`src/rtl/reflet_wb_bridge_pkg.sv`:
```
// Shared definitions for the reflet Wishbone bridge: bus-cycle state
// encodings and a helper that sizes the wait counter.
package reflet_wb_bridge_pkg;

  // Bridge states: IDLE serves the CPU from the buffer, READ/WRITE own the bus.
  typedef enum logic [1:0] {
    BRIDGE_IDLE  = 2'd0,
    BRIDGE_READ  = 2'd1,
    BRIDGE_WRITE = 2'd2
  } bridge_state_t;

  // Width needed to count 0..limit inclusive (never less than one bit).
  function automatic int unsigned wait_count_width(input int unsigned limit);
    return (limit == 0) ? 1 : $clog2(limit + 1);
  endfunction

endpackage

```
`src/rtl/reflet_wb_timeout.sv`:
```
// Saturating bus-cycle wait counter. It counts cycles spent on the bus and
// flags expiry in the timeout-th waiting cycle, so a cycle that never gets
// an answer keeps cyc high for exactly timeout cycles. timeout=0 disables it.
module reflet_wb_timeout
  import reflet_wb_bridge_pkg::*;
#(
  parameter int unsigned timeout = 255
) (
  input  logic clk,
  input  logic reset,
  input  logic clear,
  input  logic run,
  output logic expired
);

  generate
    if (timeout == 0) begin : g_disabled
      logic unused_inputs;
      assign unused_inputs = ^{clk, reset, clear, run};
      assign expired = 1'b0;
    end else begin : g_enabled
      localparam int unsigned CW = wait_count_width(timeout);
      localparam logic [CW-1:0] LIMIT = CW'(timeout);
      localparam logic [CW-1:0] LAST  = CW'(timeout - 1);

      logic [CW-1:0] count_reg;

      // Count waiting cycles; hold at the limit instead of wrapping.
      always_ff @(posedge clk or posedge reset) begin
        if (reset) begin
          count_reg <= '0;
        end else if (clear) begin
          count_reg <= '0;
        end else if (run && (count_reg != LIMIT)) begin
          count_reg <= count_reg + CW'(1);
        end
      end

      assign expired = run && (count_reg >= LAST);
    end
  endgenerate

endmodule

```
`src/rtl/reflet_wb_bridge.sv`:
```
// Converts the reflet address unit's RAM port into a single-master Wishbone
// classic bus. The CPU is stalled through cpu_enable while a bus cycle is
// outstanding and reads are served from a one-word buffer.
module reflet_wb_bridge
  import reflet_wb_bridge_pkg::*;
#(
  parameter int          wordsize = 16,
  parameter bit          refetch  = 1'b1,
  parameter int unsigned timeout  = 255
) (
  input  logic                  clk,
  input  logic                  reset,
  input  logic                  enable_in,
  output logic                  cpu_enable,
  input  logic [wordsize-1:0]   cpu_addr,
  input  logic [wordsize-1:0]   cpu_data_out,
  input  logic                  cpu_write_en,
  output logic [wordsize-1:0]   cpu_data_in,
  output logic [wordsize-1:0]   wb_adr_o,
  output logic [wordsize-1:0]   wb_dat_o,
  input  logic [wordsize-1:0]   wb_dat_i,
  output logic                  wb_we_o,
  output logic [wordsize/8-1:0] wb_sel_o,
  output logic                  wb_cyc_o,
  output logic                  wb_stb_o,
  input  logic                  wb_ack_i,
  input  logic                  wb_err_i,
  output logic                  bus_error
);

  bridge_state_t        state_reg, state_next;
  logic                 buf_valid_reg, buf_valid_next;
  logic [wordsize-1:0]  buf_addr_reg, buf_addr_next;
  logic [wordsize-1:0]  data_in_reg, data_in_next;
  logic                 write_done_reg, write_done_next;
  logic                 cyc_reg, cyc_next;
  logic                 we_reg, we_next;
  logic [wordsize-1:0]  adr_reg, adr_next;
  logic [wordsize-1:0]  dat_reg, dat_next;
  logic                 bus_error_reg, bus_error_next;

  logic hit;
  logic idle;
  logic expired;
  logic fault;

  assign idle  = (state_reg == BRIDGE_IDLE);
  assign hit   = buf_valid_reg && (buf_addr_reg == cpu_addr);
  assign fault = wb_err_i || expired;

  // The CPU only advances when its request is already satisfied.
  assign cpu_enable = enable_in && idle && (cpu_write_en ? write_done_reg : hit);

  // The counter restarts whenever the bridge is idle, so each bus cycle
  // begins with a fresh wait budget.
  reflet_wb_timeout #(
    .timeout(timeout)
  ) u_timeout (
    .clk    (clk),
    .reset  (reset),
    .clear  (idle),
    .run    (!idle),
    .expired(expired)
  );

  // State and bus registers; reset drops cyc/stb immediately mid-cycle.
  always_ff @(posedge clk or posedge reset) begin
    if (reset) begin
      state_reg      <= BRIDGE_IDLE;
      buf_valid_reg  <= 1'b0;
      buf_addr_reg   <= '0;
      data_in_reg    <= '0;
      write_done_reg <= 1'b0;
      cyc_reg        <= 1'b0;
      we_reg         <= 1'b0;
      adr_reg        <= '0;
      dat_reg        <= '0;
      bus_error_reg  <= 1'b0;
    end else begin
      state_reg      <= state_next;
      buf_valid_reg  <= buf_valid_next;
      buf_addr_reg   <= buf_addr_next;
      data_in_reg    <= data_in_next;
      write_done_reg <= write_done_next;
      cyc_reg        <= cyc_next;
      we_reg         <= we_next;
      adr_reg        <= adr_next;
      dat_reg        <= dat_next;
      bus_error_reg  <= bus_error_next;
    end
  end

  // Next-state logic: start cycles from IDLE, finish them on ack/err/timeout.
  always_comb begin
    state_next      = state_reg;
    buf_valid_next  = buf_valid_reg;
    buf_addr_next   = buf_addr_reg;
    data_in_next    = data_in_reg;
    write_done_next = write_done_reg;
    cyc_next        = cyc_reg;
    we_next         = we_reg;
    adr_next        = adr_reg;
    dat_next        = dat_reg;
    bus_error_next  = 1'b0;

    case (state_reg)
      BRIDGE_IDLE: begin
        if (cpu_enable) begin
          // The CPU consumes its request in this cycle.
          if (cpu_write_en) begin
            write_done_next = 1'b0;
          end else if (refetch) begin
            buf_valid_next = 1'b0;
          end
        end else if (enable_in) begin
          if (cpu_write_en && !write_done_reg) begin
            adr_next   = cpu_addr;
            dat_next   = cpu_data_out;
            we_next    = 1'b1;
            cyc_next   = 1'b1;
            state_next = BRIDGE_WRITE;
          end else if (!cpu_write_en && !hit) begin
            adr_next   = cpu_addr;
            we_next    = 1'b0;
            cyc_next   = 1'b1;
            state_next = BRIDGE_READ;
          end
        end
      end

      BRIDGE_READ: begin
        if (wb_ack_i) begin
          data_in_next   = wb_dat_i;
          buf_addr_next  = adr_reg;
          buf_valid_next = 1'b1;
          cyc_next       = 1'b0;
          state_next     = BRIDGE_IDLE;
        end else if (fault) begin
          // A failed read still completes so the CPU does not hang.
          data_in_next   = '1;
          buf_addr_next  = adr_reg;
          buf_valid_next = 1'b1;
          cyc_next       = 1'b0;
          bus_error_next = 1'b1;
          state_next     = BRIDGE_IDLE;
        end
      end

      BRIDGE_WRITE: begin
        if (wb_ack_i) begin
          // Write-through: the written word becomes the buffered word.
          write_done_next = 1'b1;
          buf_addr_next   = adr_reg;
          data_in_next    = dat_reg;
          buf_valid_next  = 1'b1;
          cyc_next        = 1'b0;
          we_next         = 1'b0;
          state_next      = BRIDGE_IDLE;
        end else if (fault) begin
          write_done_next = 1'b1;
          buf_valid_next  = 1'b0;
          cyc_next        = 1'b0;
          we_next         = 1'b0;
          bus_error_next  = 1'b1;
          state_next      = BRIDGE_IDLE;
        end
      end

      default: begin
        cyc_next   = 1'b0;
        state_next = BRIDGE_IDLE;
      end
    endcase
  end

  assign cpu_data_in = data_in_reg;
  assign wb_adr_o    = adr_reg;
  assign wb_dat_o    = dat_reg;
  assign wb_we_o     = we_reg;
  assign wb_cyc_o    = cyc_reg;
  assign wb_stb_o    = cyc_reg;
  assign wb_sel_o    = '1;
  assign bus_error   = bus_error_reg;

endmodule

```
`config.mk`:
```
export PLATFORM = sky130hd
export DESIGN_NAME = reflet_wb_bridge
export DESIGN_NICKNAME = d
export VERILOG_FILES = /design/src/rtl/reflet_wb_bridge_pkg.sv /design/src/rtl/reflet_wb_timeout.sv /design/src/rtl/reflet_wb_bridge.sv
export SDC_FILE = /design/constraint.sdc
export NUM_CORES = 1
export LEC_CHECK = 0
export CORE_UTILIZATION = 43
export CTS_CLUSTER_SIZE = 24
export DETAILED_ROUTE_END_ITERATION = 12
export HOLD_SLACK_MARGIN = 0.1
export PLACE_DENSITY = 0.77
export SLEW_MARGIN = 10
export SYNTH_ARGS = -nofsm -noshare
export SYNTH_HDL_FRONTEND = slang
export SYNTH_SLANG_ARGS = --single-unit
```
`constraint.sdc`:
```
create_clock -name clk -period 2.6 [get_ports clk]
set_input_delay 0.52 -clock clk [delete_from_list [all_inputs] [get_ports clk]]
set_output_delay 0.52 -clock clk [all_outputs]
set_load 0.01 [all_outputs]
```
==> flow_summary.json, run 1 <==
{
  "status": "completed",
  "area_growth_syn_to_fin_pct": 40.9,
  "aggregate_global_route_resource_usage": 0.194,
  "vdd.ir_drop.worst_uv": 588,
  "grt_setup_unrepaired": "false",
  "maxClockFrequency_ghz": 0.397,
  "clk_pin_slew_ns": 0.10,
  "critical_path.cell_chain": "clkdlybuf4s50_1 > xor2_1 > nor4_2 > nand3_1 > o21ai_2 > nor2b_4 > buf_6",
  "height_of_the_die_um": 94.7,
  "tightestPinTransition_ns": 0.787,
  "clock_tree_from_tritoncts": "built",
  "cts_buffer_depth": 2,
  "die-area_um2": 8970,
  "wl_per_cell_um": 15.1,
  "hold_path.class": "in -> reg",
  "finish.cell_count_without_fillers": 558,
  "layout.cells.most_common": "sky130_fd_sc_hd__clkdlybuf4s50_1",
  "wire_length_reported_by_the_detailed_router_um": 8450,
  "mappedNetlistArea_um2": 3700,
  "final_antenna_net_count": 0,
  "slowest_stage": "sky130_fd_sc_hd__clkdlybuf4s50_1",
  "dr_total_vias": 2833,
  "synth-seq-area-share": 0.535,
  "drc_errors": 0,
  "layout-drive-gt1-share": 0.210,
  "clock_buffers_created_by_tritoncts": 9,
  "dp_hpwl_um": 5930,
  "synth.distinct_cells": 45,
  "critPathLaunchType": "input port",
  "core.rowCount": 33,
  "avgViaCountPerCell": 5.08,
  "core_area_um2": 8260,
  "first_global_vias": 2773,
  "max_slew_margin": 0.475,
  "grt_max_degree": 80,
  "mostFrequentLayoutCells": "sky130_fd_sc_hd__clkdlybuf4s50_1 (97), sky130_fd_sc_hd__dfrtp_1 (79), sky130_fd_sc_hd__mux2_2 (37), sky130_fd_sc_hd__inv_1 (33), sky130_fd_sc_hd__nand2_1 (25)",
  "drv_slew": 0,
  "final_min_period_over_clock_period": 0.970,
  "fin_tns_setup_ns": 0,
  "finalSetupViolations": 0,
  "initialDrtViolationCount": 104,
  "worst_path_fanout_max": 2,
  "synthesis.instances": 328,
  "grt.overflow.total": 0,
  "setup.worst_path.end_class": "primary output",
  "first_pass_grt_wire_length_um": 13300,
  "finalClockSkew_ns": 0.0139,
  "antenna_found_initial": 0,
  "critical_path.max_stage_delay_ns": 0.44,
  "post-layout-total-power_uw": 6060,
  "drt_pre_antenna_iters": 4,
  "drv_cap": 0,
  "dpl.cell_count": 536,
  "antenna_cells": 0,
  "timing.critical_path.arrival_ns": 2.00,
  "design.portCount": 109,
  "nets": 507,
  "worstSetupPathType": "in -> out",
  "start_util": 0.448,
  "cellLeakagePower_uw": 0.00227,
  "final_min_period_ns": 2.52,
  "postSynthRegisterBits": 79,
  "timing_hold_violations_final": 0,
  "htreeDepth": 3,
  "p_per_area_nw_per_um2": 1160,
  "worst_ep_required_time_ns": 2.08,
  "globalplace.congestion": 0.832,
  "worst_skew_pair_later_pin_latency_ns": 0.35,
  "numClockSinks": 79,
  "avgSynthCellArea_um2": 11.3,
  "port-buffer-count": 106,
  "cts.root.buffer_cell": "sky130_fd_sc_hd__clkbuf_8",
  "synth_warnings": 0,
  "die-width_um": 94.7
}
per-stage QoR:
step	setup WS (ns)	utilization	hold slack [ns]	area, um^2
after floorplan	0.0566	-	0.456	3700
after global placement	-0.521	0.595	0.480	4910
after detailed placement	-0.498	0.595	0.482	4910
after CTS	0.00275	0.628	0.516	5180
after global routing	0.0168	0.631	0.465	5210
final	0.0779	0.631	0.459	5210
final timing paths:
kind / startpoint / end / slack [ns] / depth (start not counted)
max: cpu_addr[9] / cpu_enable / 0.08 / 7
min: cpu_addr[13] / wb_adr_o[13]$_DFFE_PP0P_ / 0.46 / 2
max reg2reg: state_reg[0]$_DFFE_PP0P_ / cpu_data_in[14]$_DFFE_PP0P_ / 0.25 / 8
min reg2reg: cpu_data_in[13]$_DFFE_PP0P_ / cpu_data_in[13]$_DFFE_PP0P_ / 0.52 / 1
max in group asynchronous: reset / u_timeout.g_enabled.count_reg[5]$_DFFE_PP0P_ / 1.70 / 3
min in group asynchronous: reset / buf_addr_reg[9]$_DFFE_PP0P_ / 0.57 / 3
final cells by class:
type                    instances  area [um^2]
clock buffers                   9          124
clock inverters                 7         85.1
fillers                       672         3050
inverters                      35          133
multi-input cells             199         1530
flip-flops and latches         79         1980
well taps                     105          131
repair buffers                124         1230
cell usage after synthesis:
library cell | count | area [um^2]
sky130_fd_sc_hd__mux2_2 | 37 | 417
sky130_fd_sc_hd__mux2i_1 | 1 | 10.0
sky130_fd_sc_hd__buf_4 | 4 | 30.0
sky130_fd_sc_hd__o22a_2 | 1 | 10.0
sky130_fd_sc_hd__o31a_2 | 1 | 10.0
sky130_fd_sc_hd__nand2_1 | 25 | 93.8
sky130_fd_sc_hd__o211ai_1 | 1 | 7.51
sky130_fd_sc_hd__ha_1 | 5 | 62.6
sky130_fd_sc_hd__o21ai_1 | 14 | 70.1
sky130_fd_sc_hd__a21oi_1 | 1 | 5.00
sky130_fd_sc_hd__inv_1 | 34 | 128
sky130_fd_sc_hd__clkinv_1 | 1 | 3.75
sky130_fd_sc_hd__o21ai_2 | 1 | 8.76
sky130_fd_sc_hd__buf_6 | 4 | 45.0
sky130_fd_sc_hd__o221ai_2 | 5 | 75.1
sky130_fd_sc_hd__nor2_1 | 15 | 56.3
sky130_fd_sc_hd__buf_2 | 2 | 10.0
sky130_fd_sc_hd__nand3_4 | 1 | 17.5
sky130_fd_sc_hd__a211oi_1 | 1 | 7.51
sky130_fd_sc_hd__o41ai_4 | 1 | 27.5
sky130_fd_sc_hd__and3b_2 | 1 | 10.0
sky130_fd_sc_hd__or4_1 | 1 | 7.51
sky130_fd_sc_hd__o211ai_2 | 1 | 12.5
sky130_fd_sc_hd__conb_1 | 1 | 3.75
sky130_fd_sc_hd__o21ai_0 | 23 | 115
sky130_fd_sc_hd__nand4_1 | 1 | 6.26
sky130_fd_sc_hd__o22ai_1 | 1 | 6.26
sky130_fd_sc_hd__and3_1 | 3 | 18.8
sky130_fd_sc_hd__a31oi_1 | 1 | 6.26
sky130_fd_sc_hd__o32ai_1 | 1 | 8.76
sky130_fd_sc_hd__xor2_1 | 18 | 158
sky130_fd_sc_hd__nor2b_1 | 2 | 12.5
sky130_fd_sc_hd__and2_4 | 1 | 8.76
sky130_fd_sc_hd__nor2_2 | 2 | 12.5
sky130_fd_sc_hd__nand3_1 | 6 | 30.0
sky130_fd_sc_hd__nor3b_1 | 1 | 7.51
sky130_fd_sc_hd__clkbuf_1 | 6 | 22.5
sky130_fd_sc_hd__nor3_1 | 6 | 30.0
sky130_fd_sc_hd__xnor2_1 | 2 | 17.5
sky130_fd_sc_hd__nor4_1 | 3 | 18.8
sky130_fd_sc_hd__o221ai_1 | 10 | 87.6
sky130_fd_sc_hd__or3_2 | 1 | 7.51
sky130_fd_sc_hd__o2bb2ai_1 | 1 | 8.76
sky130_fd_sc_hd__nand4b_1 | 1 | 8.76
sky130_fd_sc_hd__dfrtp_1 | 79 | 1980
cells by family (layout without fill, tap and decap cells):
logic type,after synthesis,count (layout),share of synthesized area
compound gates,64,64,0.126
xor+xnor,20,20,0.0474
fa+ha+maj,5,5,0.0169
buf+inv,51,175,0.0646
flops,79,79,0.535
mux,38,38,0.115
other cells,1,2,0.00101
simple gates,70,70,0.0937
repair_timing:
action / in CTS / in global routing
setup endpoints to repair: 1 / 4
setup buffers: 6 / 0
resized for setup: 12 / 8
cloned: 0 / 0
hold buffers: 0 / 0
pin swaps: 5 / 6
power by group:
group          switching [uW]  internal [uW]  total [uW]
registers                 422           1810        2230
logic                    1260           1590        2860
clock network             500            466         966
critical path: cells and delay by family:
kind	cells	cell delay, ns
buffers and inverters	2	0.54
AND/OR/NAND/NOR	3	0.58
AO/OA/AOI/OAI	1	0.17
XOR/XNOR	1	0.19
routing by layer:
metal | share of wire | up-vias | GRT usage | routed length, um
met1 | 0.45 | 1358 | 0.263 | 3780
met2 | 0.48 | 87 | 0.298 | 4080
li1 | - | 1371 | - | -
met5 | 0 | - | 0 | 0
met3 | 0.047 | 17 | 0.0411 | 400
met4 | 0.022 | 0 | 0.0896 | 188
No activity file was read; power rests on OpenSTA's default activity.
==> inputs of run 2 (changes only) <==
--- a/config.mk
+++ b/config.mk
@@ -9,6 +9,7 @@
 export CTS_CLUSTER_SIZE = 24
 export DETAILED_ROUTE_END_ITERATION = 12
 export HOLD_SLACK_MARGIN = 0.1
+export MAX_ROUTING_LAYER = met4
 export PLACE_DENSITY = 0.77
 export SLEW_MARGIN = 10
 export SYNTH_ARGS = -nofsm -noshare
==> flow_summary.json, run 2 (synthesis gave the netlist of run 1 again) <==
{
  "cts.root.buffer_cell": "sky130_fd_sc_hd__clkbuf_8",
  "numClockSinks": 79,
  "grt_max_degree": 80,
  "dpl_worst_slack_ns": -0.498,
  "final_min_period_over_clock_period": 0.966,
  "worstSetupPathType": "in -> out",
  "critical_path.cell_chain": "clkdlybuf4s50_1 > xor2_1 > nor4_2 > nand3_1 > o21ai_2 > nor2b_4 > buf_6",
  "drc_errors": 0,
  "layout-drive-gt1-share": 0.210,
  "final_min_period_ns": 2.51,
  "globalplace.congestion": 0.844,
  "antenna_found_initial": 0,
  "aggregate_global_route_resource_usage": 0.200,
  "height_of_the_die_um": 94.7,
  "drv_cap": 0,
  "max_slew_margin": 0.475,
  "first_global_vias": 2776,
  "antenna_cells": 0,
  "vdd.ir_drop.worst_uv": 591,
  "design.portCount": 109,
  "post_cts_hold_buffer_count": 0,
  "layout.cells.most_common": "sky130_fd_sc_hd__clkdlybuf4s50_1",
  "grt_setup_unrepaired": "false",
  "drt_pre_antenna_iters": 4,
  "switching_power_uw": 2190,
  "die-width_um": 94.7,
  "critical_path.max_stage_delay_ns": 0.44,
  "core.rowCount": 33,
  "die-area_um2": 8970,
  "multi_input_comb_area_um2": 1530,
  "start_util": 0.448,
  "port-buffer-count": 106,
  "drv_slew": 0,
  "wire_length_reported_by_the_detailed_router_um": 8460,
  "cellLeakagePower_uw": 0.00227,
  "tightestPinTransition_ns": 0.787,
  "p_per_area_nw_per_um2": 1160,
  "swShare": 0.361,
  "setup.worst_path.end_class": "primary output",
  "clock_buffers_created_by_tritoncts": 9,
  "slowest_stage": "sky130_fd_sc_hd__clkdlybuf4s50_1",
  "grt.overflow.total": 0,
  "status": "completed",
  "final_setup_margin_ns": 0.0878,
  "timing.critical_path.arrival_ns": 1.99,
  "maxClockFrequency_ghz": 0.398,
  "clock_tree_from_tritoncts": "built",
  "mostFrequentLayoutCells": "sky130_fd_sc_hd__clkdlybuf4s50_1 (97), sky130_fd_sc_hd__dfrtp_1 (79), sky130_fd_sc_hd__mux2_2 (37), sky130_fd_sc_hd__inv_1 (33), sky130_fd_sc_hd__nand2_1 (25)",
  "critPathLaunchType": "input port",
  "finalClockSkew_ns": 0.0143,
  "avgViaCountPerCell": 5.09,
  "cellInternalPower_uw": 3870,
  "initialDrtViolationCount": 109,
  "dr_total_vias": 2839,
  "finalHoldWorstSlack_ns": 0.458,
  "area_growth_syn_to_fin_pct": 40.9,
  "finalSetupViolations": 0,
  "layout.area.seq_um2": 1980,
  "cts_buffer_depth": 2,
  "wl_per_cell_um": 15.2,
  "final_antenna_net_count": 0,
  "worst_skew_pair_later_pin_latency_ns": 0.35,
  "seq_power_share": 0.369,
  "htreeDepth": 3,
  "hold_path.class": "in -> reg",
  "core_area_um2": 8260,
  "clk_pin_slew_ns": 0.10,
  "timing_hold_violations_final": 0,
  "first_pass_grt_wire_length_um": 13300,
  "worst_ep_required_time_ns": 2.08,
  "power.combinational.fraction": 0.472,
  "dp_hpwl_um": 5930,
  "post-layout-total-power_uw": 6060,
  "nets": 507,
  "worst_path_fanout_max": 2,
  "clock_power_share": 0.160,
  "fillers": 672
}
run 2: worst paths after layout:
check	from	to	slack, ns	depth (start not counted)
max in group asynchronous	reset	cpu_data_in[10]$_DFFE_PP0P_	1.70	3
max	cpu_addr[9]	cpu_enable	0.09	7
max reg2reg	state_reg[0]$_DFFE_PP0P_	cpu_data_in[14]$_DFFE_PP0P_	0.25	8
min reg2reg	cpu_data_in[13]$_DFFE_PP0P_	cpu_data_in[13]$_DFFE_PP0P_	0.52	1
min	cpu_addr[13]	wb_adr_o[13]$_DFFE_PP0P_	0.46	2
min in group asynchronous	reset	buf_addr_reg[9]$_DFFE_PP0P_	0.57	3
run 2: what timing repair did:
| action | in CTS | in global routing |
|---|---|---|
| setup buffers | 6 | 0 |
| cloned | 0 | 0 |
| setup endpoints to repair | 1 | 4 |
| resized for setup | 12 | 8 |
| pin swaps | 5 | 6 |
run 2: layer usage:
metal,share of wire,global-route usage,wire length [um],vias to the layer above
met5,0,-,0,-
met4,0.021,0.0896,174,0
met3,0.043,0.0370,362,15
met2,0.49,0.298,4110,92
met1,0.45,0.265,3810,1364
li1,-,-,-,1368
run 2: critical path, delay by kind of cell:
family | cells | cell delay [ns]
AOI/OAI and AO/OA | 1 | 0.17
xor gates and xnor gates | 1 | 0.18
buffers and inverters | 2 | 0.54
and+or+nand+nor | 3 | 0.57
run 2: layout make-up:
class | count | share of cell area
flip-flops and latches | 79 | 0.379
inverters | 35 | 0.0255
clock inverters | 7 | 0.0163
well taps | 105 | 0.0252
clock buffers | 9 | 0.0238
multi-input cells | 199 | 0.293
repair buffers | 124 | 0.237
run 2: power groups by stage:
stage / sequential, uW / combinational (uW) / clock, uW
2_1_floorplan: 2360 / 1430 / 0
3_3_place_gp: 2230 / 2780 / 0
3_5_place_dp: 2250 / 2840 / 0
4_1_cts: 2230 / 2880 / 991
5_1_grt: 2320 / 3100 / 1030
6_report: 2230 / 2860 / 967
run 2: metrics by stage:
stage	cells	setup TNS [ns]	instance area, um^2	util
after global placement	536	-3.20	4910	0.595
after floorplan	329	0	3700	-
after detailed placement	536	-3.96	4910	0.595
after CTS	558	0	5180	0.628
after global routing	558	0	5210	0.631
final	558	0	5210	0.631
